### src/rtl/traffic_light_pkg.sv
// Shared lamp/error bit indices, phase encoding and small decode helpers for the lamp monitor.
package traffic_light_pkg;

  localparam int unsigned LAMP_W   = 3;
  localparam int unsigned LAMP_RED = 2;
  localparam int unsigned LAMP_YEL = 1;
  localparam int unsigned LAMP_GRN = 0;

  localparam int unsigned ERR_W      = 3;
  localparam int unsigned ERR_ONEHOT = 2;
  localparam int unsigned ERR_SEQ    = 1;
  localparam int unsigned ERR_DWELL  = 0;

  localparam int unsigned DWELL_W = 8;
  localparam int unsigned CYCLE_W = 8;

  typedef enum logic [1:0] {
    PH_SYNC = 2'd0,
    PH_RED  = 2'd1,
    PH_GRN  = 2'd2,
    PH_YEL  = 2'd3
  } phase_t;

  // Lamp pattern that keeps the FSM in the given phase.
  function automatic logic [LAMP_W-1:0] phase_lamp(input phase_t ph);
    logic [LAMP_W-1:0] l;
    l = '0;
    case (ph)
      PH_RED:  l[LAMP_RED] = 1'b1;
      PH_GRN:  l[LAMP_GRN] = 1'b1;
      PH_YEL:  l[LAMP_YEL] = 1'b1;
      default: l = '0;
    endcase
    return l;
  endfunction

  // Only legal successor of each locked phase.
  function automatic phase_t phase_succ(input phase_t ph);
    phase_t n;
    case (ph)
      PH_RED:  n = PH_GRN;
      PH_GRN:  n = PH_YEL;
      PH_YEL:  n = PH_RED;
      default: n = PH_SYNC;
    endcase
    return n;
  endfunction

endpackage

### src/rtl/tlm_dwell_counter.sv
// Per-phase dwell counter: clear, load-1 on phase entry, saturating increment, target compare.
module tlm_dwell_counter
  import traffic_light_pkg::*;
(
  input  logic               clk,
  input  logic               reset,
  input  logic               zero,
  input  logic               load,
  input  logic               inc,
  input  logic [DWELL_W-1:0] target,
  output logic               hit_c
);

  localparam logic [DWELL_W-1:0] SAT = '1;

  logic [DWELL_W-1:0] count;

  // Count cycles spent in the current phase; zero has priority over load over increment.
  always_ff @(posedge clk or negedge reset) begin
    if (!reset) begin
      count <= '0;
    end else if (zero) begin
      count <= '0;
    end else if (load) begin
      count <= DWELL_W'(1);
    end else if (inc && (count != SAT)) begin
      count <= count + DWELL_W'(1);
    end
  end

  // Current dwell equals the required dwell of the phase being held.
  assign hit_c = (count == target);

endmodule

### src/rtl/traffic_light_monitor.sv
// Observes a 3-lamp bus, locks onto the RED->GRN->YEL cycle and flags onehot, sequence and dwell errors.
module traffic_light_monitor
  import traffic_light_pkg::*;
#(
  parameter int unsigned RED_CYC = 5,
  parameter int unsigned GRN_CYC = 4,
  parameter int unsigned YEL_CYC = 2
) (
  input  logic               clk,
  input  logic               reset,
  input  logic [LAMP_W-1:0]  light,
  input  logic               clear,
  output logic [1:0]         phase,
  output logic               locked,
  output logic [ERR_W-1:0]   err_pulse,
  output logic [ERR_W-1:0]   err_sticky,
  output logic [CYCLE_W-1:0] cycle_count
);

  phase_t             state, state_nxt;
  logic               unchecked, unchecked_nxt;
  logic               overstay, overstay_nxt;
  logic [ERR_W-1:0]   pulse_nxt;
  logic [CYCLE_W-1:0] count_nxt;
  logic               dw_zero, dw_load, dw_inc, dw_hit_c;
  logic [DWELL_W-1:0] dw_target;

  tlm_dwell_counter u_dwell (
    .clk    (clk),
    .reset  (reset),
    .zero   (dw_zero),
    .load   (dw_load),
    .inc    (dw_inc),
    .target (dw_target),
    .hit_c  (dw_hit_c)
  );

  // Required dwell of the phase currently held.
  always_comb begin
    dw_target = '0;
    case (state)
      PH_RED:  dw_target = DWELL_W'(RED_CYC);
      PH_GRN:  dw_target = DWELL_W'(GRN_CYC);
      PH_YEL:  dw_target = DWELL_W'(YEL_CYC);
      default: dw_target = '0;
    endcase
  end

  // Next-state, error strobe and counter decisions from the current light sample.
  always_comb begin
    state_nxt     = state;
    unchecked_nxt = unchecked;
    overstay_nxt  = overstay;
    pulse_nxt     = '0;
    count_nxt     = cycle_count;
    dw_zero       = 1'b0;
    dw_load       = 1'b0;
    dw_inc        = 1'b0;
    if (!$onehot(light)) begin
      pulse_nxt[ERR_ONEHOT] = 1'b1;
      state_nxt             = PH_SYNC;
      dw_zero               = 1'b1;
    end else if (state == PH_SYNC) begin
      // First RED after sync is accepted without any dwell check.
      if (light[LAMP_RED]) begin
        state_nxt     = PH_RED;
        dw_load       = 1'b1;
        unchecked_nxt = 1'b1;
        overstay_nxt  = 1'b0;
      end
    end else if (light == phase_lamp(state)) begin
      dw_inc = 1'b1;
      if (!unchecked && !overstay && dw_hit_c) begin
        pulse_nxt[ERR_DWELL] = 1'b1;
        overstay_nxt         = 1'b1;
      end
    end else if (light == phase_lamp(phase_succ(state))) begin
      // An overstay already reported this phase suppresses the exit check.
      if (!unchecked && !overstay && !dw_hit_c) begin
        pulse_nxt[ERR_DWELL] = 1'b1;
      end
      if (state == PH_YEL) begin
        count_nxt = cycle_count + CYCLE_W'(1);
      end
      state_nxt     = phase_succ(state);
      dw_load       = 1'b1;
      unchecked_nxt = 1'b0;
      overstay_nxt  = 1'b0;
    end else begin
      pulse_nxt[ERR_SEQ] = 1'b1;
      state_nxt          = PH_SYNC;
      dw_zero            = 1'b1;
    end
  end

  // Register FSM state and all outputs; a new pulse beats a coincident clear.
  always_ff @(posedge clk or negedge reset) begin
    if (!reset) begin
      state       <= PH_SYNC;
      unchecked   <= 1'b0;
      overstay    <= 1'b0;
      locked      <= 1'b0;
      err_pulse   <= '0;
      err_sticky  <= '0;
      cycle_count <= '0;
    end else begin
      state       <= state_nxt;
      unchecked   <= unchecked_nxt;
      overstay    <= overstay_nxt;
      locked      <= (state_nxt != PH_SYNC);
      err_pulse   <= pulse_nxt;
      err_sticky  <= clear ? pulse_nxt : (err_sticky | pulse_nxt);
      cycle_count <= count_nxt;
    end
  end

  assign phase = state;

endmodule

### config.mk
export PLATFORM = sky130hd
export DESIGN_NAME = traffic_light_monitor
export DESIGN_NICKNAME = d
export VERILOG_FILES = /design/src/rtl/traffic_light_pkg.sv /design/src/rtl/tlm_dwell_counter.sv /design/src/rtl/traffic_light_monitor.sv
export SDC_FILE = /design/constraint.sdc
export NUM_CORES = 1
export LEC_CHECK = 0
export ABC_AREA = 1
export CAP_MARGIN = 20
export CORE_UTILIZATION = 56
export CTS_BUF_LIST = sky130_fd_sc_hd__clkbuf_8
export CTS_CLUSTER_DIAMETER = 200
export DETAILED_ROUTE_END_ITERATION = 7
export GPL_ROUTABILITY_DRIVEN = 1
export HOLD_SLACK_MARGIN = 0.15
export PLACE_DENSITY = 0.82
export SLEW_MARGIN = 20
export SYNTH_ARGS = -nofsm -noshare
export SYNTH_HDL_FRONTEND = slang
export SYNTH_SLANG_ARGS = --single-unit
### constraint.sdc
create_clock -name clk -period 1.9 [get_ports clk]
set_input_delay 0.38 -clock clk [delete_from_list [all_inputs] [get_ports clk]]
set_output_delay 0.38 -clock clk [all_outputs]
set_load 0.1 [all_outputs]
After elaboration in Yosys (flattened, before gate mapping)
Cells that the tools add are included.
{"block": "totals", "regBits": 27, "wordCells": 106, "input_bits": 6, "mem_count": 0, "ram_bits": 0, "latch_bits": 0, "romBits": 0}
{"block": "op_classes", "div": 0, "addsub": 4, "bitwise_logic": 3, "reduce_logical": 15, "mul": 0, "n_eq_ne": 14, "n_mux": 62, "n_shift": 0, "n_lt_le_gt_ge": 0}
{"cell": "1-bit 2-to-1 mux", "count": 46}
{"cell": "8-bit 2-to-1 mux", "count": 3}
{"cell": "2-bit 2-to-1 mux", "count": 10}
{"cell": "8-bit by 1-bit adder with 8-bit output (second input constant)", "count": 2}
{"cell": "3-bit case mux with 3 select lines", "count": 1}
{"cell": "2-bit equality test (second input constant)", "count": 4}
{"cell": "8-bit by 3-bit equality test with 1-bit output", "count": 1}
{"cell": "8-bit != test (second input constant)", "count": 1}
{"cell": "4-bit AND reduction", "count": 2}
{"cell": "2-bit by 1-bit equality test with 1-bit output (second input constant)", "count": 3}
{"cell": "3-bit equality test", "count": 2}
{"cell": "2-bit case mux with 3 select lines", "count": 1}
{"cell": "3-bit nonzero test", "count": 2}
{"cell": "5-bit AND reduction", "count": 1}
{"cell": "1-bit logical AND", "count": 4}
{"cell": "2-bit != test (second input constant)", "count": 2}
{"cell": "2-bit nonzero test", "count": 2}
{"cell": "1-bit logical NOT", "count": 3}
{"cell": "3-bit 2-to-1 mux", "count": 1}
{"cell": "3-bit by 2-bit != test with 1-bit output (second input constant)", "count": 1}
{"cell": "3-bit bitwise OR", "count": 1}
{"cell": "1-bit by 1-bit adder with 2-bit output", "count": 1}
{"cell": "2-bit by 1-bit adder with 2-bit output", "count": 1}
{"cell": "2-bit logical NOT", "count": 1}
{"cell": "1-bit NOT", "count": 2}

Logic depth before layout (Yosys ltp)
Gate-level depths: netlist (run 1).
{"block": "logic_depth", "word_depth": 20, "depth_mapped": 12, "ltp_nobuf": 12}

Modules after synthesis
A second synthesis (run 1) with hierarchy kept.
{"block": "hier_totals", "hier_cells": 233, "hier_area_um2": 1766.7}
{"module": "traffic_light_monitor", "cells_each": 153, "area_per_inst_um2": 1182.4, "n_inst": 1}
{"module": "tlm_dwell_counter", "cells_each": 80, "area_per_inst_um2": 584.3, "n_inst": 1}

Worst setup path before layout (run 1)
OpenSTA, ideal clock, no wires.
{"block": "synth_path", "path_kind": "register to register", "start": "register state[0] (netlist: phase[0])", "end": "register cycle_count[4]", "setup_ps": 124, "path_slack_ps": -491, "path_stages_with_launch": 10, "t_arrival_ps": 2267, "synth_period_minus_slack_ps": 2391, "path_buffers": 1, "path_cell_list": "dfrtp_1 > inv_1 > ha_1 > xnor2_1 > nand3_2 > nor2_4 > nand2_2 > buf_6 > o21ai_2 > nand2_1"}
{"block": "synth_via", "elab_chain_len": 12, "elab_cells_between_ends": 37, "classes_between": "eq/ne: 8; mux: 25; bitwise: 2; reduce/logical: 2"}
{"element": "start, declared", "line": "traffic_light_monitor.sv:20", "text": "phase_t state, state_nxt;"}
{"element": "start signal, assigned", "line": "traffic_light_monitor.sv:107", "text": "state <= state_nxt;"}
{"element": "2-bit equality test (tied with other cells)", "line": "traffic_light_pkg.sv:28, traffic_light_pkg.sv:40, traffic_light_monitor.sv:82"}
{"element": "2-bit case mux with 3 select lines", "line": "traffic_light_pkg.sv:40", "text": "case (ph)"}
{"element": "2-bit 2-to-1 mux", "line": "traffic_light_monitor.sv:71", "text": "end else if (light == phase_lamp(state)) begin"}
{"element": "2-bit 2-to-1 mux", "line": "traffic_light_monitor.sv:63", "text": "end else if (state == PH_SYNC) begin"}
{"element": "2-bit 2-to-1 mux", "line": "traffic_light_monitor.sv:59", "text": "if (!$onehot(light)) begin"}
{"element": "2-bit equality test or 2-bit by 1-bit equality test with 1-bit output (tied branches)", "line": "traffic_light_pkg.sv:28", "text": "case (ph)"}
{"element": "1-bit 2-to-1 mux", "line": "traffic_light_pkg.sv:28"}
{"element": "1-bit 2-to-1 mux", "line": "traffic_light_monitor.sv:71"}
{"element": "1-bit 2-to-1 mux", "line": "traffic_light_monitor.sv:63"}
{"element": "1-bit 2-to-1 mux", "line": "traffic_light_monitor.sv:59"}
{"element": "3-bit equality test", "line": "traffic_light_monitor.sv:77", "text": "end else if (light == phase_lamp(phase_succ(state))) begin"}
{"element": "5-bit AND reduction (no source line) (*)"}
{"element": "end signal, assigned", "line": "traffic_light_monitor.sv:113", "text": "cycle_count <= count_nxt;"}
{"element": "end, declared", "line": "traffic_light_monitor.sv:17", "text": "output logic [CYCLE_W-1:0] cycle_count"}
Every way passes the cells marked *; elsewhere a longest branch is shown, timed or not. The select of a mux whose other input is x is not followed.
A chain may end at the register's enable or synchronous reset.

Worst setup path in the final report (run 1)
{"block": "layout_path", "start": "register state[0] (netlist: phase[0])", "end": "register locked"}
{"block": "layout_via", "elab_chain_len": 16, "elab_cells_between_ends": 40, "classes_between": "eq/ne: 8; mux: 30; reduce/logical: 2"}
{"element": "2-bit equality test or 2-bit by 1-bit equality test with 1-bit output (tied branches)", "line": "traffic_light_pkg.sv:28, traffic_light_pkg.sv:40"}
{"element": "2-bit case mux with 3 select lines", "line": "traffic_light_pkg.sv:40"}
{"element": "2-bit 2-to-1 mux", "line": "traffic_light_monitor.sv:71"}
{"element": "2-bit 2-to-1 mux", "line": "traffic_light_monitor.sv:63"}
{"element": "2-bit 2-to-1 mux", "line": "traffic_light_monitor.sv:59"}
{"element": "2-bit equality test or 2-bit by 1-bit equality test with 1-bit output (tied branches)", "line": "traffic_light_pkg.sv:28"}
{"element": "1-bit 2-to-1 mux", "line": "traffic_light_pkg.sv:28"}
{"element": "1-bit 2-to-1 mux", "line": "traffic_light_monitor.sv:71"}
{"element": "1-bit 2-to-1 mux", "line": "traffic_light_monitor.sv:63"}
{"element": "1-bit 2-to-1 mux", "line": "traffic_light_monitor.sv:59"}
{"element": "3-bit equality test", "line": "traffic_light_monitor.sv:77"}
{"element": "2-bit 2-to-1 mux", "line": "traffic_light_monitor.sv:77"}
{"element": "2-bit 2-to-1 mux", "line": "traffic_light_monitor.sv:71"}
{"element": "2-bit 2-to-1 mux (*)", "line": "traffic_light_monitor.sv:63"}
{"element": "2-bit 2-to-1 mux (*)", "line": "traffic_light_monitor.sv:59"}
{"element": "2-bit nonzero test (*)", "line": "traffic_light_monitor.sv:110", "text": "locked <= (state_nxt != PH_SYNC);"}
{"element": "end signal, assigned", "line": "traffic_light_monitor.sv:110"}
{"element": "end, declared", "line": "traffic_light_monitor.sv:14", "text": "output logic locked,"}
Marked as above.

==> metrics, run 1 <==
layout cells sized above 1=0.301; via count=1,674; Yosys Warn Count=0; Hold WS=0.462 ns; Synthesized Nets=239; Final min period=1.96 ns; H-Tree Depth=1; Post-CTS Hold Buffers=0; MaxCap Viol Count=0; Mapped Cells=226; Total Power=1.42 mW; M3 GR Usage=0.0346; Fillers=165; count of cell types in the netlist=23; Worst-Margin Slew=0.346 ns; Final #Nets=286; vias in the first global route=1,442; Die Span Y=56.5 um; GR Util met2=0.444; crit path launch type=flip-flop; Worst Setup EP=locked; met1 Usage GRT=0.302; Power per Cell Area=608 nW/um^2; final core utilization=0.839; maximum root-to-sink buffer count=2; Data arrival, critical path=2.13 ns; area of the multi-input gates=953 sq um; FF-to-FF End=locked; register area=683 sq um; kind of critical path=reg2reg; largest net degree at the start of global routing=28; Leakage=1.17 nW; Worst path slowest cell=dfrtp_4; endpoints failing hold=0; core footprint=2780 sq um; antenna viol nets, final=0; clk slew on worst S/H paths=0.10 ns; Largest stage delay, worst path=0.53 ns; Synth Cell Area=1660 sq um; CP cell instances=inv_2 > ha_4 > clkinvlp_4 > nand4_4 > inv_1 > o21ai_0 > nand2_1 > nand2_1 > nand2_1; initial antenna violation count=0; Worst Setup Slack, final=-0.0581 ns; Vias/cell=5.52; port buffer count=22; total track usage=0.246; busiest metal layer after global routing=met2; WL final=4540 um; CP required=2.07 ns; die area=3190 sq um; fmax=0.511 GHz; r2r setup slk=-0.06 ns; Rows=19; CTS tree=done; register area share after synthesis=0.406; Register-to-Register Path Depth=9; Post-DP HPWL=2690 um; Reg-to-Reg Start=phase[0]; crit share post-route=1.03; worst skew pair latency=0.28 ns; starting density of the core=0.598; Hold WC Path Type=in2async; CTS sink cnt=27; Antenna Cells=0; area delta synth->final=40.3%; grt total ovfl=0; Worst VDD drop=0.000592 V; Routed WL per cell=15.0 um; Avg Cell Area, Syn=7.36 sq um; CP Capture Type=flip-flop; normalized max-slew margin=0.769; Yosys reg bits=27; Residual DRC=0; die width=56.5 um; max-slew violation count=0; Detailed Routing Iterations Pass 1=7; 1st-iter DRT viols=69; Root Driver=clkbuf_8; # setup viols final=9; status=complete, but fails checks; failing checks=negative setup slack; RD Place Congestion=0.888; critical path peak fanout=8; global-route wire length before repair=6000 um; # IOs=23; Worst Setup SP=phase[0]; worst clock skew=0.00800 ns; TritonCTS Buffers=3; cell repeated most along the worst path=nand2_1
-- what timing repair did --
item                       4_1_cts  5_1_grt
setup buffers                    1        5
cloned                           0        1
pin swaps                        6        5
resized for setup               16       21
setup endpoints to repair       20       16
-- synth_stat cells (all sizes together) --
library cell / n / area share
nand2: 74 / 0.17
inv: 39 / 0.088
dfrtp: 27 / 0.41
nor2: 25 / 0.068
nand3: 19 / 0.063
o21ai: 9 / 0.032
xnor2: 7 / 0.037
a21oi: 6 / 0.018
ha: 6 / 0.045
nand4: 6 / 0.026
nor3: 3 / 0.0090
buf: 2 / 0.014
fa: 1 / 0.012
nand3b: 1 / 0.0045
xor2: 1 / 0.0053
-- cells in the final DEF (no fill, tap or decap), types with 7 or more instances in the layout --
cell,n
nor2_1,17
nor2_4,7
inv_1,30
buf_4,27
buf_12,10
dfrtp_1,25
nand2_2,8
inv_2,8
nand2_1,66
nand3_1,16
-- per-layer routing --
metal | routed length, um | vias up
li1 | - | 788
met4 | 196 | 0
met1 | 1680 | 790
met5 | 0 | -
met2 | 2370 | 74
met3 | 290 | 22
-- worst min-delay path by stage --
| stage | end | cells after the start |
|---|---|---|
| after CTS | cycle_count[7] | 2 |
| after global placement | err_sticky[2] | 2 |
| final | cycle_count[7] | 2 |
| after detailed placement | err_sticky[2] | 2 |
| after global routing | cycle_count[7] | 2 |
| after floorplan | cycle_count[0] | 0 |
-- registers in the layout, indices dropped and copies added (netlist names) --
register / count
unchecked: 1
cycle_count: 8
locked: 1
overstay: 1
phase: 2
u_dwell.count: 8
err_sticky: 3
err_pulse: 3
-- per-stage QoR --
| stage | setup slack [ns] | instance area (sq um) | TNS [ns] | instances |
|---|---|---|---|---|
| 3_5_place_dp | -0.616 | 2110 | -10.63 | 292 |
| 6_report | -0.0581 | 2330 | -0.217 | 303 |
| 4_1_cts | -0.00148 | 2190 | -0.00148 | 297 |
| 2_1_floorplan | 0.00612 | 1680 | 0 | 226 |
| 3_3_place_gp | -0.486 | 2110 | -8.53 | 292 |
| 5_1_grt | -0.110 | 2330 | -1.41 | 303 |
-- layout make-up --
cell class,count,share of cell area
Clock buffer,3,0.0177
Clock inverter,1,0.00215
Inverter,39,0.0644
Multi-Input combinational cell,159,0.409
Sequential cell,27,0.293
Tap cell,31,0.0166
Timing Repair Buffer,43,0.197
-- worst max-delay path, delay by kind of cell (launching register included) --
kind | cells | cell delay (ns)
AOI/OAI and AO/OA | 1 | 0.23
DFF | 1 | 0.53
and+or+nand+nor | 4 | 0.47
buffers and inverters | 3 | 0.43
adders and majority gates | 1 | 0.17
-- cells by family after synthesis --
| kind of cell | after synthesis | share of synthesized area |
|---|---|---|
| xor gates and xnor gates | 8 | 0.0421 |
| DFF | 27 | 0.406 |
| AOI/OAI and AO/OA | 15 | 0.0497 |
| buffers and inverters | 41 | 0.102 |
| adders and majority gates | 7 | 0.0572 |
| and+or+nand+nor | 128 | 0.343 |
-- power breakdown --
| part | total [mW] | internal [mW] | switching (mW) | leakage [nW] |
|---|---|---|---|---|
| logic | 0.463 | 0.151 | 0.312 | 0.788 |
| clock network | 0.332 | 0.147 | 0.185 | 0.0255 |
| registers | 0.623 | 0.603 | 0.0202 | 0.361 |
Power figures use the tool's default switching activity.
==> run 2, diff against run 1 <==
Settings changed: GPL_TIMING_DRIVEN set to 1.
==> results of run 2 <==
Final layout, timing and power as in run 1 (identical DEF).
==> run 3, diff against run 2 <==
Settings changed: CORE_MARGIN set to 8.
==> run 3 against run 2 <==
The run still ends with negative setup slack left. Sequential share of layout area down 0.48 points. Wire length rose by 11%. Critical path type is now in2reg. Setup slack lost 0.015 ns. Non-clock buffer count up 1. Hold slack worse by 0.0019 ns.
==> metrics, run 3 (synthesized netlist as in run 1, its figures left out) <==
status=complete, but fails checks; failing checks=negative setup slack; clk slew on worst S/H paths=0.10 ns; CTS sink cnt=27; TritonCTS Buffers=3; CTS tree=done; Residual DRC=0; Hold WS=0.460 ns; worst skew pair latency=0.28 ns; Detailed Routing Iterations Pass 1=4; # IOs=23; via count=1,684; antenna viol nets, final=0; critical path peak fanout=4; most frequent cells in the layout=67 x nand2_1, 33 x inv_1, 26 x buf_4; top flop regs=cycle_count x8, u_dwell.count x8; Post-Route M1 WL=1880 um; core footprint=2780 sq um; placed cells=292; Final Non-Filler Cells=305; Final #Nets=287; die area=4970 sq um; Flop pwr share=0.444; Vias/cell=5.52; RD Place Congestion=0.856; cell area after layout=2370 sq um; largest net degree at the start of global routing=28; worst clock skew=0.00283 ns; Leakage=1.19 nW; 1st-iter DRT viols=118; MaxCap Viol Count=0; layout cells sized above 1=0.286; P_sw=0.524 mW; Die Span Y=70.5 um; Final min period=1.97 ns; Rows=19; Hold WC Path Type=in2async; WL met2=2560 um; vias in the first global route=1,501; Worst-Margin Slew=0.367 ns; initial antenna violation count=1; crit path launch type=input pin; Data arrival, critical path=2.14 ns; port buffer count=22; die width=70.5 um; CP required=2.07 ns; Internal=0.889 mW; met3 WL=384 um; area delta synth->final=42.6%; Placed Area=2120 sq um; highest routed layer=met4; Routed WL per cell=16.5 um; total track usage=0.161; grt total ovfl=0; starting density of the core=0.598; Worst VDD drop=0.000686 V; Worst Setup Slack, final=-0.0736 ns; kind of critical path=in2reg; crit share post-route=1.04; Root Driver=clkbuf_8; # setup viols final=6; WL final=5030 um; Post-CTS Hold Buffers=0; Logic pwr share=0.314; maximum root-to-sink buffer count=2; normalized max-slew margin=0.753; Post-DP HPWL=2850 um; Power per Cell Area=596 nW/um^2; CP Capture Type=flip-flop; fmax=0.507 GHz; Total Power=1.41 mW; global-route wire length before repair=6570 um; H-Tree Depth=1; max-slew violation count=0; r2r setup slk=-0.04 ns; Sw Ratio=0.371; Clk pwr share=0.243; most common cell after layout, fill and taps aside=nand2_1; dpl ws=-0.580 ns; endpoints failing hold=0
run 3: area by class of cell:
cell class | instances | area, sq um
clock inverter | 1 | 3.75
timing repair buffer | 44 | 500
clock buffer | 3 | 41.3
sequential | 27 | 683
tap | 31 | 38.8
multi-input combinational | 159 | 950
inverter | 39 | 151
fill | 155 | 410
antenna | 1 | 2.50
run 3: through the flow:
stage,util,TNS [ns]
floorplan,-,0
global placement,0.762,-8.69
detailed placement,0.762,-10.22
CTS,0.807,0
global route,0.852,-0.838
finish,0.852,-0.181
run 3: repair_timing:
item,4_1_cts,5_1_grt
setup buffers,1,5
gates resized for setup,19,16
gates cloned,1,1
endpoints found under the setup margin,20,20
pin swaps,6,7
run 3: worst max-delay path: stages:
cell,delay (ns)
dlygate4sd2_1,0.28
inv_2,0.08
fa_1,0.52
nor2_4,0.15
inv_2,0.09
nor2_4,0.14
inv_1,0.09
nor2_2,0.19
nor2_4,0.07
nand2_1,0.09
nor2_1,0.05
run 3: path summary, 6_finish.rpt:
path	from	end	cells past startpoint
setup reg to reg	phase[0]	err_sticky[0]	9
min in group clk	err_sticky[1]	err_sticky[1]	2
hold reg to reg	err_sticky[1]	err_sticky[1]	2
max in group asynchronous	reset	phase[0]	2
hold / removal	reset	err_pulse[1]	2
setup / recovery	light[2]	u_dwell.count[2]	11
run 3: layer usage:
metal	vias up	GRT usage
li1	793	-
met1	784	0.192
met2	87	0.263
met3	20	0.0410
met4	0	0.0737
met5	-	0
run 3: power groups by stage:
stage / Combinational, mW / Sequential (mW) / Clock (mW)
final: 0.443 / 0.627 / 0.343
after global routing: 0.467 / 0.630 / 0.358
after CTS: 0.385 / 0.622 / 0.335
after detailed placement: 0.363 / 0.632 / 0
after global placement: 0.355 / 0.633 / 0
after floorplan: 0.149 / 0.729 / 0
